==> config.mk <==
export PLATFORM = sky130hd
export DESIGN_NAME = scan_link_arbiter
export DESIGN_NICKNAME = d
export VERILOG_FILES = /design/src/rtl/scan_link_arbiter.sv
export SDC_FILE = /design/constraint.sdc
export NUM_CORES = 1
export LEC_CHECK = 0
export ABC_AREA = 1
export CAP_MARGIN = 25
export CORE_MARGIN = 5
export CORE_UTILIZATION = 45
export CTS_CLUSTER_DIAMETER = 60
export DETAILED_ROUTE_END_ITERATION = 16
export PLACE_DENSITY = 0.91
export SLEW_MARGIN = 10
export SYNTH_ARGS = -nofsm -noshare
export SYNTH_HDL_FRONTEND = slang
export SYNTH_SLANG_ARGS = --single-unit
==> constraint.sdc <==
create_clock -name clk -period 2.9 [get_ports clk]
set_clock_uncertainty 0.15 [all_clocks]
set_input_delay 0.58 -clock clk [delete_from_list [all_inputs] [get_ports clk]]
set_output_delay 0.58 -clock clk [all_outputs]
set_load 0.01 [all_outputs]
==> src/rtl/scan_link_arbiter.sv <==
// rtl/scan_link_arbiter.sv - round-robin channel arbiter for two scanners with hold limit, turnaround gap and command relay
// Optional tenure statistics counters: define SCAN_ARB_STATS_EN.
module scan_link_arbiter #(
    parameter int HOLD_CYCLES = 10,
    parameter int CNT_W       = 4
) (
    input  logic       clk,
    input  logic       reset,
    input  logic [1:0] req,
    input  logic [1:0] done,
    input  logic [1:0] comm0_in,
    input  logic [1:0] comm1_in,
    output logic [1:0] grant,
    output logic       busy,
    output logic       timeout,
    output logic [1:0] comm0_out,
    output logic [1:0] comm1_out,
    output logic [7:0] grant_cnt0,
    output logic [7:0] grant_cnt1
);

    typedef enum logic [1:0] {
        S_IDLE   = 2'd0,
        S_GRANT0 = 2'd1,
        S_GRANT1 = 2'd2,
        S_GAP    = 2'd3
    } state_t;

    localparam logic [CNT_W-1:0] LIMIT = CNT_W'(HOLD_CYCLES - 1);

    state_t           state_q, state_d;
    logic [CNT_W-1:0] hold_q, hold_d;
    logic             last_q, last_d;
    logic [1:0]       grant_q, grant_d;
    logic             busy_q, busy_d;
    logic             timeout_q, timeout_d;
    logic [1:0]       comm0_out_q, comm0_out_d;
    logic [1:0]       comm1_out_q, comm1_out_d;

    logic             pick1;
    logic             served;
    logic             at_limit;

    // The scanner not served last is preferred; a lone requester always wins.
    assign pick1    = last_q ? ~req[0] : req[1];
    assign served   = (state_q == S_GRANT1);
    assign at_limit = (hold_q == LIMIT);

    always_comb begin
        state_d     = state_q;
        hold_d      = hold_q;
        last_d      = last_q;
        timeout_d   = 1'b0;
        comm0_out_d = comm1_in;
        comm1_out_d = comm0_in;
        case (state_q)
            S_IDLE, S_GAP: begin
                if (|req) begin
                    state_d = pick1 ? S_GRANT1 : S_GRANT0;
                    hold_d  = '0;
                end else begin
                    state_d = S_IDLE;
                end
            end
            S_GRANT0, S_GRANT1: begin
                if (done[served] || !req[served] || at_limit) begin
                    state_d   = S_GAP;
                    last_d    = served;
                    timeout_d = at_limit && !done[served];
                end else begin
                    hold_d = hold_q + 1'b1;
                end
            end
            default: state_d = S_IDLE;
        endcase
        grant_d = {state_d == S_GRANT1, state_d == S_GRANT0};
        busy_d  = |grant_d;
    end

    always_ff @(posedge clk) begin
        if (reset) begin
            state_q     <= S_IDLE;
            hold_q      <= '0;
            last_q      <= 1'b1;
            grant_q     <= 2'b00;
            busy_q      <= 1'b0;
            timeout_q   <= 1'b0;
            comm0_out_q <= 2'b00;
            comm1_out_q <= 2'b00;
        end else begin
            state_q     <= state_d;
            hold_q      <= hold_d;
            last_q      <= last_d;
            grant_q     <= grant_d;
            busy_q      <= busy_d;
            timeout_q   <= timeout_d;
            comm0_out_q <= comm0_out_d;
            comm1_out_q <= comm1_out_d;
        end
    end

    assign grant     = grant_q;
    assign busy      = busy_q;
    assign timeout   = timeout_q;
    assign comm0_out = comm0_out_q;
    assign comm1_out = comm1_out_q;

`ifdef SCAN_ARB_STATS_EN
    logic [7:0] grant_cnt0_q, grant_cnt0_d;
    logic [7:0] grant_cnt1_q, grant_cnt1_d;

    always_comb begin
        grant_cnt0_d = grant_cnt0_q;
        grant_cnt1_d = grant_cnt1_q;
        if (state_d == S_GRANT0 && state_q != S_GRANT0 && grant_cnt0_q != 8'hFF)
            grant_cnt0_d = grant_cnt0_q + 8'd1;
        if (state_d == S_GRANT1 && state_q != S_GRANT1 && grant_cnt1_q != 8'hFF)
            grant_cnt1_d = grant_cnt1_q + 8'd1;
    end

    always_ff @(posedge clk) begin
        if (reset) begin
            grant_cnt0_q <= 8'h00;
            grant_cnt1_q <= 8'h00;
        end else begin
            grant_cnt0_q <= grant_cnt0_d;
            grant_cnt1_q <= grant_cnt1_d;
        end
    end

    assign grant_cnt0 = grant_cnt0_q;
    assign grant_cnt1 = grant_cnt1_q;
`else
    assign grant_cnt0 = 8'h00;
    assign grant_cnt1 = 8'h00;
`endif

endmodule

==> run summary <==
The global routing usage on met3 is 0.0479, and the maximum clock path buffer count is 2. Across the run, the number of max-cap violations was 0. The number of gates resized after CTS was 0. The run gives 0 as the buffer count from post-CTS setup fixing.

The startpoint identified for the worst register-to-register timing path is state_q[0]. The compound-cell area share of the yosys netlist is 0.0642, and the final critical-path setup slack is 0.995 ns. The run gives 1.65 mm as the aggregate routed wire length.

The run gives 0 as the initial antenna violation count. For the net count reported at finish, the log shows 144. Data arrives at the worst endpoint at 1.98 ns.

STA classifies the critical path startpoint as an input port. CTS saw 15 sinks. Global routing finished with a remaining overflow of 0. The total routing resource utilization after global routing was 0.130; the post-synthesis simple-gate area fraction was 0.269. In this run, synthesis produced a sequential element count of 15. In this run the critical register-to-register path is captured at busy. In this run the power density over the cells is 794 mW/mm^2. The run gives 0.125 as the global-route track usage on met1. The mapped netlist covers 838 um^2. The vertical die dimension was 53.2 um; the met2 track utilization from global routing was 0.240. For this design, the slowest cell found on the critical path is sky130_fd_sc_hd__clkdlybuf4s50_1. For the sequential share of the synthesized area, the log shows 0.358.

The post-detailed-route count of antenna-violating nets came out at 0. Averaged over all synthesized cells, the footprint is 7.62 um^2. The clock transition at the register clock pins on the worst setup and hold paths after CTS was 0.10 ns; the required time at the endpoint of the critical path was 2.98 ns. TritonCTS created 3 clock buffers.

The adder-cell area share of the yosys netlist was 0.0597; the pin count of the biggest net entering global routing was 14. Summed over all cells, the static leakage comes to 0.471 nW. Setup violations remaining at the end of the flow were counted as 0. The post-route cell area is 0.00100 mm^2, and the highest fanout seen on the critical path is 4. The count of vias placed by the detailed router was 683; the initial core utilization was 0.480. The synthesized netlist contains 19 unique library cells.

The maximum ir drop on the vdd rail was 362 uV; the count of warnings emitted by yosys was 0. The tools report the start point of the worst min-delay path as last_q. The final-report hold violation count was 0. Counting the fill cells in the layout gives 159. The min-delay analysis places its worst path in the category register to register. Last weighted congestion value of the routability-driven placer: 0.776. The floorplan step defined a die boundary enclosing 0.00283 mm^2. The end of the worst hold path is last_q.

The cell sitting at the root of the clock tree is a sky130_fd_sc_hd__clkbuf_4. The peak per-stage delay on the critical path came out at 0.52 ns. Category of the most critical setup path: input port to register. The run gives 1.06 ns as the register-to-register setup slack. The first TritonRoute pass finished after 4 iterations. The final sum of negative setup slack is 0 ns.

The number of pins with negative max-slew slack in the final report was 0; the XOR/XNOR share of the synthesized area was 0.0209. Hold repair after CTS inserted 0 buffers. The standard-cell row count came out at 15. The worst setup path is captured at a register. Before CTS, the worst setup slack after placement is 0.684 ns.

The final critical-path share of the clock period came out at 0.657. The largest family of logic cells by synthesized area was simple AND/OR/NAND/NOR gates. The average wire length per cell after detail routing is 10.7 um, and the via-per-instance ratio is 4.44. Setup repair after global routing left no endpoint under its margin.

For this block, the initial DRC count from the detailed router was 17. TritonCTS built the clock tree. The layer flagged by global routing as most heavily used is met2.

Based on the critical path, the design can be clocked at up to 525 MHz. The run gives 0 as the number of antenna diodes. The post-synthesis instance total came out at 110. Traced cell by cell, the critical path runs through clkdlybuf4s50_1 > inv_1 > o21ai_0 > nor2_1 > a21oi_2 > nand2_1 > ha_1 > nor2_1. The region available for standard cell placement spans 0.00175 mm^2. The placed wire-length estimate after detailed placement was 1.34 mm; the die extent in x was 53.2 um.

The proportion of synthesized area in mux cells is 0. After detailed routing, the number of remaining DRC violations is 0. The flow ran to the end, and the final reports show no timing, DRC or antenna violations. For the worst-skew pair, the clock arrives at the later sink with an insertion delay of 0.29 ns. The logic depth of the worst register-to-register path was 8. The CTS H-tree depth was 1. Once placement finished, the instance area stood at 972 um^2.

In this run the count of I/O pins placed on the die edge is 34. The first global-routing pass estimated 2.60 mm of wire. The minimum period implied by the final worst setup slack was 1.91 ns.

In this run the tool buffered the top-level ports with 17 buffer cells. The number of global-route vias before repair was 630; the layout cell share with drive strength beyond 1 was 0.116. The count of cells along the worst hold path is 2. From synthesis to final layout, the design area changed by 19.6%. Library cell appearing most often on the critical path: sky130_fd_sc_hd__nor2_1.
## worst max path at each step
stage | from | end | depth (start not counted)
floorplan | state_q[0] | busy | 8
global placement | req[1] | busy | 8
detailed placement | req[1] | busy | 8
CTS | req[1] | busy | 8
global route | req[1] | busy | 8
finish | req[1] | busy | 8
## cell usage in the layout, fill, tap and decap left out, drive strengths merged
master         Yosys  layout
conb               1      16
inv               17      17
o21ai              4       4
nor2              18      18
clkbuf             1       3
nand2             17      17
clkinvlp           0       1
ha                 4       4
xor2               1       1
dfxtp             15      15
a21oi              6       6
nand4              1       1
nand3              8       8
xnor2              1       1
clkdlybuf4s50      0      17
## stage by stage
stage / power [mW] / util / hold slack [ns] / std cells
2_1_floorplan: 0.576 / - / 0.303 / 125
3_5_place_dp: 0.674 / 0.557 / 0.343 / 150
6_report: 0.795 / 0.574 / 0.369 / 154
3_3_place_gp: 0.644 / 0.557 / 0.332 / 150
4_1_cts: 0.800 / 0.574 / 0.365 / 154
5_1_grt: 0.866 / 0.574 / 0.408 / 154
## sequential cells by signal, indices dropped and copies added (netlist names)
name and flops:
last_q 1, grant 2, timeout 1, busy 1, comm0_out 2, hold_q 4
state_q 2, comm1_out 2
## logic make-up after synthesis
family	Yosys count
simple gates	44
compound gates	10
flops	15
fa+ha+maj	4
buf+inv	34
xor+xnor	2
other cells	1
## cells in the mapped netlist (all sizes together)
| cell type | instances | share of area |
|---|---|---|
| nand4 | 1 | 0.0075 |
| xnor2 | 1 | 0.010 |
| xor2 | 1 | 0.010 |
| buf | 16 | 0.14 |
| dfxtp | 15 | 0.36 |
| a21oi | 6 | 0.040 |
| nor2 | 18 | 0.081 |
| inv | 17 | 0.076 |
| nand3 | 8 | 0.078 |
| ha | 4 | 0.060 |
| clkbuf | 1 | 0.0045 |
| conb | 1 | 0.0045 |
| nand2 | 17 | 0.10 |
| o21ai | 4 | 0.024 |
## routing by layer
metal | vias to the layer above | share of wire
li1 | 344 | -
met1 | 302 | 0.37
met2 | 33 | 0.50
met3 | 4 | 0.10
met4 | 0 | 0.020
met5 | - | 0
## area by class of cell
class | count | area (um^2) | area share
tap | 25 | 31.3 | 0.0312
multi-input combinational | 76 | 407 | 0.406
clock inverter | 1 | 7.51 | 0.00749
timing repair buffer | 17 | 170 | 0.170
inverter | 17 | 63.8 | 0.0637
sequential | 15 | 300 | 0.300
clock buffer | 3 | 22.5 | 0.0225
## report_power, final
group          leakage, nW  internal [mW]  total, mW  switching (mW)
registers            0.124          0.250      0.277          0.0264
logic                0.334          0.151      0.394           0.243
clock network       0.0139         0.0525      0.124          0.0718
total                0.471          0.454      0.795           0.341
## critical path: cells and delay by family
kind | cells | cell delay [ns]
buffers and inverters | 2 | 0.59
AOI/OAI and AO/OA | 2 | 0.30
adders and majority gates | 1 | 0.28
and+or+nand+nor | 3 | 0.25
(Power assumes the default switching activity.)
